--- src/rtl/pipe_field_gen.sv ---
// Scrolling obstacle field: N_PIPES pipes stepping left on a shared tick timebase,
// wrapping to the back of the field with a fresh LFSR-derived gap centre.
module pipe_field_gen #(
    parameter int          N_PIPES    = 3,
    parameter int          X_W        = 11,
    parameter int          SCREEN_W   = 640,
    parameter int          SPACING    = 240,
    parameter int          STEP_TICKS = 500000,
    parameter int          GAP_MIN    = 120,
    parameter int          GAP_MAX    = 360,
    parameter int          GAP_BITS   = 8,
    parameter int          PLAYER_X   = 100,
    parameter logic [15:0] SEED       = 16'hACE1
) (
    input  logic                     clk_100MHz,
    input  logic                     reset,
    input  logic                     run,
    input  logic                     restart,
    input  logic [2:0]               speed,
    output logic [N_PIPES*X_W-1:0]   x_bar,
    output logic [N_PIPES*X_W-1:0]   y_gap,
    output logic                     step_pulse,
    output logic [N_PIPES-1:0]       respawn,
    output logic [N_PIPES-1:0]       score_pulse
);

    localparam int               CNT_W     = (STEP_TICKS > 1) ? $clog2(STEP_TICKS) : 1;
    localparam logic [CNT_W-1:0] CNT_LAST  = CNT_W'(STEP_TICKS - 1);
    localparam logic [X_W-1:0]   WRAP_ADD  = X_W'(N_PIPES * SPACING);
    localparam logic [X_W-1:0]   Y_RST     = X_W'((GAP_MIN + GAP_MAX) / 2);
    localparam logic [X_W-1:0]   GAP_MAX_X = X_W'(GAP_MAX);
    localparam logic [X_W:0]     GAP_MAX_W = (X_W+1)'(GAP_MAX);
    localparam logic [X_W:0]     GAP_MIN_W = (X_W+1)'(GAP_MIN);
    localparam logic [X_W-1:0]   PLAYER_XX = X_W'(PLAYER_X);

    logic [CNT_W-1:0] cnt_q, cnt_d;
    logic [15:0]      lfsr_q, lfsr_d;
    logic             step_pulse_q;
    logic             step;
    logic [X_W-1:0]   speed_ext;

    assign speed_ext = {{(X_W-3){1'b0}}, speed};

    always_comb begin
        step   = run && (cnt_q == CNT_LAST);
        cnt_d  = cnt_q;
        if (restart || step) begin
            cnt_d = '0;
        end else if (run) begin
            cnt_d = cnt_q + CNT_W'(1);
        end
        // Fibonacci taps 16,14,13,11 (bit indices 15,13,12,10)
        lfsr_d = {lfsr_q[14:0], lfsr_q[15] ^ lfsr_q[13] ^ lfsr_q[12] ^ lfsr_q[10]};
    end

    always_ff @(posedge clk_100MHz or posedge reset) begin
        if (reset) begin
            cnt_q        <= '0;
            lfsr_q       <= SEED;
            step_pulse_q <= 1'b0;
        end else begin
            cnt_q        <= cnt_d;
            lfsr_q       <= lfsr_d;
            step_pulse_q <= step && !restart;
        end
    end

    assign step_pulse = step_pulse_q;

    genvar gi, gj;
    generate
        for (gi = 0; gi < N_PIPES; gi++) begin : g_pipe
            localparam int             ROT   = (3 * gi) % 16;
            localparam logic [X_W-1:0] X_RST = X_W'(SCREEN_W + gi * SPACING);

            logic [X_W-1:0]      x_q, x_d, y_q, y_d;
            logic [GAP_BITS-1:0] r;
            logic [X_W:0]        gap_sum;
            logic                wrap, score;
            logic                resp_q, score_q;

            // r = low GAP_BITS of the LFSR rotated left by 3*gi
            for (gj = 0; gj < GAP_BITS; gj++) begin : g_rot
                assign r[gj] = lfsr_q[(gj + 16 - ROT) % 16];
            end

            always_comb begin
                wrap    = (x_q < speed_ext);
                gap_sum = GAP_MIN_W + (X_W+1)'(r);
                x_d     = wrap ? (x_q + WRAP_ADD - speed_ext) : (x_q - speed_ext);
                y_d     = y_q;
                if (wrap) begin
                    y_d = (gap_sum > GAP_MAX_W) ? GAP_MAX_X : gap_sum[X_W-1:0];
                end
                score   = !wrap && (x_q >= PLAYER_XX) && (x_d < PLAYER_XX);
            end

            always_ff @(posedge clk_100MHz or posedge reset) begin
                if (reset) begin
                    x_q     <= X_RST;
                    y_q     <= Y_RST;
                    resp_q  <= 1'b0;
                    score_q <= 1'b0;
                end else if (restart) begin
                    x_q     <= X_RST;
                    y_q     <= Y_RST;
                    resp_q  <= 1'b0;
                    score_q <= 1'b0;
                end else begin
                    resp_q  <= step && wrap;
                    score_q <= step && score;
                    if (step) begin
                        x_q <= x_d;
                        y_q <= y_d;
                    end
                end
            end

            assign x_bar[gi*X_W +: X_W] = x_q;
            assign y_gap[gi*X_W +: X_W] = y_q;
            assign respawn[gi]          = resp_q;
            assign score_pulse[gi]      = score_q;
        end
    endgenerate

endmodule

--- config.mk ---
export PLATFORM = sky130hd
export DESIGN_NAME = pipe_field_gen
export DESIGN_NICKNAME = d
export VERILOG_FILES = /design/src/rtl/pipe_field_gen.sv
export SDC_FILE = /design/constraint.sdc
export NUM_CORES = 1
export LEC_CHECK = 0
export ABC_AREA = 1
export CAP_MARGIN = 10
export CORE_ASPECT_RATIO = 1.1
export CORE_MARGIN = 1.5
export CORE_UTILIZATION = 62
export CTS_CLUSTER_SIZE = 40
export DETAILED_ROUTE_END_ITERATION = 8
export GPL_ROUTABILITY_DRIVEN = 0
export PLACE_DENSITY = 0.92
export REMOVE_ABC_BUFFERS = 1
export SYNTH_ARGS = -nofsm -noshare
export SYNTH_HDL_FRONTEND = slang
export SYNTH_SLANG_ARGS = --single-unit
--- constraint.sdc ---
create_clock -name clk_100MHz -period 7.8 [get_ports clk_100MHz]
set_input_delay 1.56 -clock clk_100MHz [delete_from_list [all_inputs] [get_ports clk_100MHz]]
set_output_delay 1.56 -clock clk_100MHz [all_outputs]
set_load 0.03 [all_outputs]
-- Word-level counts from Yosys, hierarchy flattened
Cells that the tools add are included.
- memories kept: 0
- input bits: 7
- RAM bits: 0
- ROM bits: 0
- register bits after elaboration: 108
- logic and storage cells: 100
- latch bits: 0
- shift-type cells: 0
- multiply operators: 0
- add/subtract/negate cells: 13
- divide/modulo/power cells: 0
- mux-type cells: 29
- reduce and logical (&&, ||, !) cells: 27
- equality and inequality tests: 1
- bitwise gates (word level): 3
- order comparisons: 12
- operators by type and width (cell ; number):
    11-bit two-way mux ; 18
    11-bit by 3-bit subtractor with 11-bit output ; 6
    19-bit two-way mux ; 2
    11-bit by 10-bit adder with 11-bit output (second input constant) ; 3
    11-bit by 7-bit >= comparator with 1-bit output (second input constant) ; 3
    11-bit by 3-bit < comparator with 1-bit output ; 3
    11-bit by 7-bit < comparator with 1-bit output (second input constant) ; 3
    7-bit by 8-bit adder with 9-bit output (first input constant) ; 3
    9-bit greater-than comparator (second input constant) ; 3
    9-bit two-way mux ; 3
    19-bit by 1-bit adder with 19-bit output (second input constant) ; 1
    19-bit == test (second input constant) ; 1
    1-bit logical AND ; 14
    2-bit nonzero test ; 5
    1-bit two-way mux ; 6
    2-bit AND reduction ; 3
    1-bit logical NOT ; 4
    1-bit XOR ; 3
    1-bit logical OR ; 1

-- Logic depth before layout (Yosys ltp)
Gate-level depths: netlist of the first run.
- depth after elaboration: 7
- gate-level depth with buffers: 19

-- Least setup slack after synthesis of the first run
Ideal clock, no wire load.
- path type: in2reg
- start point: input port speed[1]
- end point: register g_pipe[0].score_q
- slack: 4.279 ns
- required time: 7.729 ns
- stages: 16
- library setup time: 0.071 ns
- arrival: 3.449 ns
- cell sequence: inv_1 > ha_1 > inv_1 > fa_1 > inv_1 > a21boi_1 > nand2_1 > nor2_1 > nand2_2 > inv_2 > buf_4 > o21ai_0 > nand2_1 > nor2_1 > nor2_1 > nor2_1
- word-level cells in the longest chain between the ends: 6
- elaborated cells on any way between the ends: 10
- ends and longest elaborated chain (element ; RTL line ; source):
    start: declaration ; 19 ; input logic [2:0] speed,
    11-bit by 3-bit subtractor with 11-bit output / 11-bit by 3-bit < comparator with 1-bit output (equally long branches) ; 90, 88 ;
    11-bit two-way mux / 1-bit logical NOT (equally long branches) ; 90, 95 ;
    11-bit by 7-bit < comparator with 1-bit output / 1-bit logical AND (equally long branches) ; 95 ; score = !wrap && (x_q >= PLAYER_XX) && (x_d < PLAYER_XX);
    1-bit logical AND * ; 95 ;
    1-bit logical AND * ; 111 ; score_q <= step && score;
    1-bit two-way mux * ; 104 ; end else if (restart) begin
    end signal: assignment ; 111 ;
    end: declaration ; 80 ; logic resp_q, score_q;
Every way passes the cells marked *; elsewhere a longest branch is shown, timed or not.
A chain may end at the register's enable or synchronous reset.

-- Worst setup path in the final report of the first run
- start point: input port run
- end point: register g_pipe[2].y_q[4]
- word-level cells in the longest chain between the ends: 3
- ends and longest elaborated chain (element ; RTL line ; source):
    start: declaration ; 17 ; input logic run,
    1-bit logical AND ; 45 ; step = run && (cnt_q == CNT_LAST);
    2-bit nonzero test (no source line) ; -- ;
    2-bit AND reduction (no source line) ; -- ;
    end signal: assignment ; 114 ; y_q <= y_d;
    end: declaration ; 76 ; logic [X_W-1:0] x_q, x_d, y_q, y_d;
No other way between the ends.

==> results of run 1 <==
## flip-flops by register name, indices dropped and copies added (netlist names)
name and flops:
g_pipe.x_q 33, g_pipe.resp_q 3, g_pipe.score_q 3, step_pulse 1
g_pipe.y_q 27, lfsr_q 16, cnt_q 19
## power by group through the flow
stage / sequential, mW / combinational, mW / clock [mW]
after floorplan: 0.545 / 0.0440 / 0
after global placement: 0.543 / 0.0663 / 0
after detailed placement: 0.543 / 0.0671 / 0
after CTS: 0.533 / 0.0679 / 0.515
after global routing: 0.533 / 0.0761 / 0.533
final: 0.533 / 0.0683 / 0.512
## cells in the mapped netlist, drive strengths merged
master	number	area share, %
clkbuf	4	0.24
nor4	5	0.42
nand3	75	5.3
fa	5	1.4
nor3b	3	0.31
a21oi	33	2.2
nand2	257	13
nor2	102	5.4
nor3	17	1.5
xor2	21	2.5
xnor2	7	0.83
o31ai	1	0.10
conb	1	0.051
a21boi	3	0.31
buf	23	2.2
o21a	6	0.61
a211oi	2	0.20
nand3b	1	0.10
a31oi	3	0.25
ha	70	12
a21o	1	0.10
dfrtp	72	24
o21ai	46	3.2
o22a	2	0.24
dfstp	30	11
nand4	18	1.6
a22o	2	0.24
or2	5	0.42
a22oi	4	0.41
and2	2	0.17
inv	148	7.5
o22ai	20	1.7
o211ai	1	0.10
## worst paths after layout
kind / endpoint / cells after the start / start
max in group asynchronous: g_pipe[0].resp_q / 3 / reset
min in group asynchronous: g_pipe[2].score_q / 2 / reset
setup reg to reg: g_pipe[2].y_q[4] / 9 / cnt_q[1]
hold reg to reg: lfsr_q[9] / 0 / lfsr_q[8]
setup / recovery: g_pipe[2].y_q[4] / 9 / run
hold / removal: lfsr_q[9] / 0 / lfsr_q[8]
## worst max-delay path, cell delays in order
cell,delay [ns]
clkdlybuf4s50_1,0.71
nand3_2,0.17
nor3_4,0.28
nand3_4,0.16
nand2_2,0.66
nand2_1,0.34
inv_1,0.22
nor2_1,0.07
a21oi_1,0.17
## stage by stage
stage	hold slack, ns	power, mW
2_1_floorplan	0.3312	0.5887
6_report	0.3638	1.114
3_5_place_dp	0.3434	0.6100
4_1_cts	0.3665	1.116
3_3_place_gp	0.3377	0.6092
5_1_grt	0.3690	1.143
## final cells by class
class | instances | area, µm²
Fill cell | 861 | 3072
Timing Repair Buffer | 74 | 738.2
Multi-Input combinational cell | 718 | 4060
Inverter | 148 | 558.0
Clock buffer | 10 | 239.0
Tap cell | 150 | 187.7
Sequential cell | 102 | 2590
Clock inverter | 6 | 97.59
## placed cells by master (no fill, tap or decap), types with 3 or more instances in the layout
cell type / instances
clkdlybuf4s50_1: 73
xor2_1: 21
o22ai_1: 20
conb_1: 6
a21oi_1: 33
dfrtp_1: 72
nor4_1: 5
clkbuf_16: 9
a31oi_1: 3
nor3b_1: 3
or2_2: 4
xnor2_1: 7
a22oi_1: 4
nor2_2: 4
o21ai_0: 42
ha_1: 70
nand3_1: 73
o21a_1: 6
nand2_2: 4
nand4_1: 17
dfstp_2: 30
nand2_1: 253
nor2_1: 97
fa_1: 5
inv_2: 5
nor3_1: 15
inv_1: 142
## cell families (layout without fill, tap and decap cells)
| logic type | Yosys count | after routing |
|---|---|---|
| flip-flops | 102 | 102 |
| adder cells (fa/ha/maj) | 75 | 75 |
| AND/OR/NAND/NOR | 485 | 485 |
| AO/OA/AOI/OAI | 124 | 124 |
| buffers and inverters | 175 | 238 |
| XOR/XNOR | 28 | 28 |
| other | 1 | 6 |
## per-layer routing
metal  global-route usage [%]  wire [µm]  up-vias  share of wire [%]
met2                    53.69       9202      372                 49
met4                    13.42        652        0                3.5
met5                        0          0        -                  0
met3                    5.447       1382       79                7.4
li1                         -          -     3286                  -
met1                    39.09       7531     3263                 40
==> results.tsv, run 1 <==
metric	value	unit
RSZ-0062 raised after global routing	no	
Compound-Gate Fraction of Synth Area	9.732	%
Final Instance Area	0.008471	mm²
final setup fails	0	
post-DP HPWL	13310	µm
aggregate negative setup slack	0	ns
Area Growth Syn to Fin	14.98	%
Fmax	0.2455	GHz
largest net degree at the start of global routing	83	
NetSw	0.2681	mW
Pwr Density	131.5	mW/mm²
xor/xnor share of the synthesized area	3.329	%
cell area after placement	0.008134	mm²
Post-Synthesis Cells	990	
Die Wd	106.9	µm
total CTS buffers	9	
Overflow after GRT	0	
slew margin rel.	34.12	%
Via Count	7000	
die height	117.3	µm
mux cell area share after synthesis	0	%
worst vdd ir	100.7	µV
row count	41	
routed vias/inst	5.795	
FF-to-FF setup slack	5.00	ns
htree depth	3	
outcome	finished clean	
critical path arrival	4.35	ns
iteration count of the initial detailed-routing pass	8	
port bufs	73	
initial antenna violation count	0	
crit-path max FO	38	
cts repair resizes	0	
Startpoint Class	primary input	
Top Ports	80	
Simple-Gate Fraction of Synth Area	28.50	%
Hold-fix buffers, CTS	0	
post-layout util	73.39	%
clock tree root buffer cell	clkbuf_16	
post-synth design cell area	0.007367	mm²
Flop pwr share	47.9	%
Clock Tree Buf Depth	2	
CTS tree	done	
WL/cell	15.54	µm
clock skew	0.01147	ns
post-synth cell types	48	
FF+latch count, synth	102	
Initial Utilization	63.83	%
worst hold path class	flop to flop	
final worst-path cycle share	52.22	%
Comb pwr share	6.1	%
layout cells sized above 1	6.900	%
Post-Layout Cell Count	1208	
setup repair bufs after CTS	0	
worst skew pair latency	0.36	ns
post-synthesis sequential area ratio	35.16	%
clk sinks	102	
classification of the worst setup path	primary input to flop	
Hold Fails Final Rpt	0	
GR Util All Layers	31.53	%
main combinational cell family by area after synthesis	simple AND/OR/NAND/NOR gates	
power share of the clock group	46.0	%
P_leak	4.157	nW
die area	0.01255	mm²
Least-Margin Pin Slew	0.9882	ns
Final nets	1135	
CP Capture Type	flop	
Sw Ratio	24.07	%
DRC Markers	0	
DR iter-0 viols	558	
Int Power	0.8455	mW
Syn Area/Cell	7.441	µm²
global-route wire length before repair	32120	µm
shortest period the worst path allows	4.073	ns
Final ANT Viol Nets	0	
DRT Wirelength	18770	µm
dpl cells	1192	
adder-cell share of the synthesized area	13.25	%
CP required	8.08	ns
Worst-path clk slew	0.07	ns
Ant. Diodes	0	
core area	0.01154	mm²
vias in the first global route	6917	
Max Cap Viol	0	
fin. max-slew vios	0	
Synthesis Warnings	0	
setup slack at placement	3.417	ns
worst setup margin	3.727	ns
(Power assumes the default switching activity.)
==> run 2, diff against run 1 <==
--- a/config.mk
+++ b/config.mk
@@ -9,11 +9,11 @@
 export CAP_MARGIN = 10
 export CORE_ASPECT_RATIO = 1.1
 export CORE_MARGIN = 1.5
-export CORE_UTILIZATION = 62
+export CORE_UTILIZATION = 52
 export CTS_CLUSTER_SIZE = 40
 export DETAILED_ROUTE_END_ITERATION = 8
 export GPL_ROUTABILITY_DRIVEN = 0
-export PLACE_DENSITY = 0.92
+export PLACE_DENSITY = 0.83
 export REMOVE_ABC_BUFFERS = 1
 export SYNTH_ARGS = -nofsm -noshare
 export SYNTH_HDL_FRONTEND = slang
==> constraint.sdc (replaced) <==
create_clock -name clk_100MHz -period 3.7 [get_ports clk_100MHz]
set_input_delay 0.74 -clock clk_100MHz [delete_from_list [all_inputs] [get_ports clk_100MHz]]
set_output_delay 0.74 -clock clk_100MHz [all_outputs]
set_load 0.03 [all_outputs]
==> run 2 against run 1 <==
Effect of this change:
- die area is 19% higher
- highest routed layer unchanged
- final cell count up 3.6%
- total power rose by 99%
- largest power group unchanged
- sequential share of layout area decreased by 0.22 points
- clock-buffer cell count unchanged
- critical endpoint is now g_pipe[0].y_q[4]
- clock skew shrank 0.0021 ns
- first-iteration DRC count grew 7.0%
- sequential power grew 110%
==> results.tsv, run 2 (synthesis gave the netlist of run 1 again) <==
metric	value	unit
outcome	finished clean	
worst skew pair latency	0.36	ns
Post-Layout Cell Count	1252	
iteration count of the initial detailed-routing pass	5	
post-layout util	61.85	%
Final ANT Viol Nets	0	
worst setup margin	0.4833	ns
shortest period the worst path allows	3.217	ns
row count	45	
die height	127.8	µm
aggregate negative setup slack	0	ns
Startpoint Class	primary input	
worst vdd ir	217.3	µV
classification of the worst setup path	primary input to flop	
cts repair resizes	0	
layout cells sized above 1	7.331	%
setup slack at placement	0.1462	ns
post-DP HPWL	13520	µm
crit-path max FO	13	
Critical-path top delay cell	clkdlybuf4s50_1	
Bufs and invs on worst path	7	
core area	0.01379	mm²
largest registers	g_pipe.x_q: 33 flops, g_pipe.y_q: 27 flops, cnt_q: 19 flops	
Hold-fix buffers, CTS	0	
CP Capture Type	flop	
Clock Tree Buf Depth	2	
setup repair bufs after CTS	0	
most common cell after layout, fill and taps aside	nand2_1	
vias in the first global route	6311	
final setup fails	0	
routed vias/inst	5.381	
port bufs	73	
max reg flops	33	
global-route wire length before repair	30100	µm
Crit path top cell by count	inv_1	
fin. max-slew vios	0	
Crit path max-delay family	buffers and inverters	
Initial Utilization	53.41	%
CP required	3.99	ns
final worst-path cycle share	86.94	%
Largest Register	g_pipe.x_q	
Worst-path clk slew	0.08	ns
Final nets	1141	
Max Cap Viol	0	
RSZ-0062 raised after global routing	no	
clock skew	0.009345	ns
CP Cell Sequence	clkdlybuf4s50_1, inv_1, ha_1, inv_1, fa_1, inv_1, a21boi_1, nand2_1, nor2_1, nand2_2, inv_2, o21ai_2, inv_2, o22ai_1, inv_1	
Pwr Density	259.4	mW/mm²
Top Ports	80	
Overflow after GRT	0	
Die Wd	116.5	µm
most frequent cells in the layout	nand2_1, inv_1, nor2_1, nand3_1, clkdlybuf4s50_1	
htree depth	3	
largest net degree at the start of global routing	57	
max incr delay on CP	0.45	ns
DRT Wirelength	18030	µm
dpl cells	1236	
worst hold path class	flop to flop	
slew margin rel.	52.23	%
DR iter-0 viols	597	
total CTS buffers	9	
clk sinks	102	
Least-Margin Pin Slew	0.7166	ns
Fmax	0.3109	GHz
Hold Fails Final Rpt	0	
GR Util All Layers	25.58	%
WL/cell	14.40	µm
die area	0.01489	mm²
critical path arrival	3.50	ns
Ant. Diodes	0	
initial antenna violation count	0	
P_leak	4.164	nW
Area Growth Syn to Fin	15.81	%
Via Count	6737	
CTS tree	done	
DRC Markers	0	
clock tree root buffer cell	clkbuf_16	
==> run 2: cell types whose count changed in the layout (fill, tap and decap cells not counted) <==
| cell | delta |
|---|---|
| buf_4 | +5 |
| bufinv_16 | -2 |
| buf_12 | +1 |
| clkbuf_1 | +1 |
| clkbuf_8 | -1 |
| clkinv_8 | +1 |
| clkinvlp_4 | +1 |
| inv_6 | -1 |
| inv_8 | +1 |
==> run 2: final timing paths <==
kind / cells past startpoint / endpoint / slack, ns / start
setup / recovery: 15 / g_pipe[0].y_q[4] / 0.48 / speed[1]
hold / removal: 0 / lfsr_q[9] / 0.35 / lfsr_q[8]
setup reg to reg: 16 / g_pipe[1].score_q / 1.19 / g_pipe[1].x_q[2]
hold reg to reg: 0 / lfsr_q[9] / 0.35 / lfsr_q[8]
max in group asynchronous: 3 / g_pipe[1].x_q[6] / 2.07 / reset
min in group asynchronous: 2 / g_pipe[2].score_q / 0.87 / reset
==> run 2: report_power, final <==
group	total (mW)	internal (mW)	leakage, nW	switching [mW]
Sequential	1.12	1.12	1.32	0.00307
Clock	0.942	0.476	0.140	0.466
Combinational	0.147	0.0424	2.71	0.105
Total	2.21	1.64	4.16	0.574
==> run 2: metal layers <==
| layer | routed length [µm] | global-route usage, % | vias to the layer above | share of wire, % |
|---|---|---|---|---|
| met3 | 1199 | 4.681 | 39 | 6.6 |
| li1 | - | - | 3295 | - |
| met2 | 8501 | 41.14 | 253 | 47 |
| met4 | 443 | 9.110 | 0 | 2.5 |
| met1 | 7888 | 34.59 | 3150 | 44 |
| met5 | 0 | 0 | - | 0 |
==> run 2: layout make-up <==
type	instances	area (µm²)
fill	1209	5263
inverter	148	558.0
timing repair buffer	80	795.8
clock buffer	10	229.0
multi-input combinational	718	4060
clock inverter	6	63.81
sequential	102	2590
tap	188	235.2
==> run 2: stage by stage <==
stage               total power, mW  cell area, µm²  hold WS (ns)
floorplan                     1.241            7206        0.3312
global placement              1.289            8239        0.3426
detailed placement            1.292            8239        0.3370
CTS                           2.226            8532        0.3542
global route                  2.295            8532        0.3714
finish                        2.213            8532        0.3533
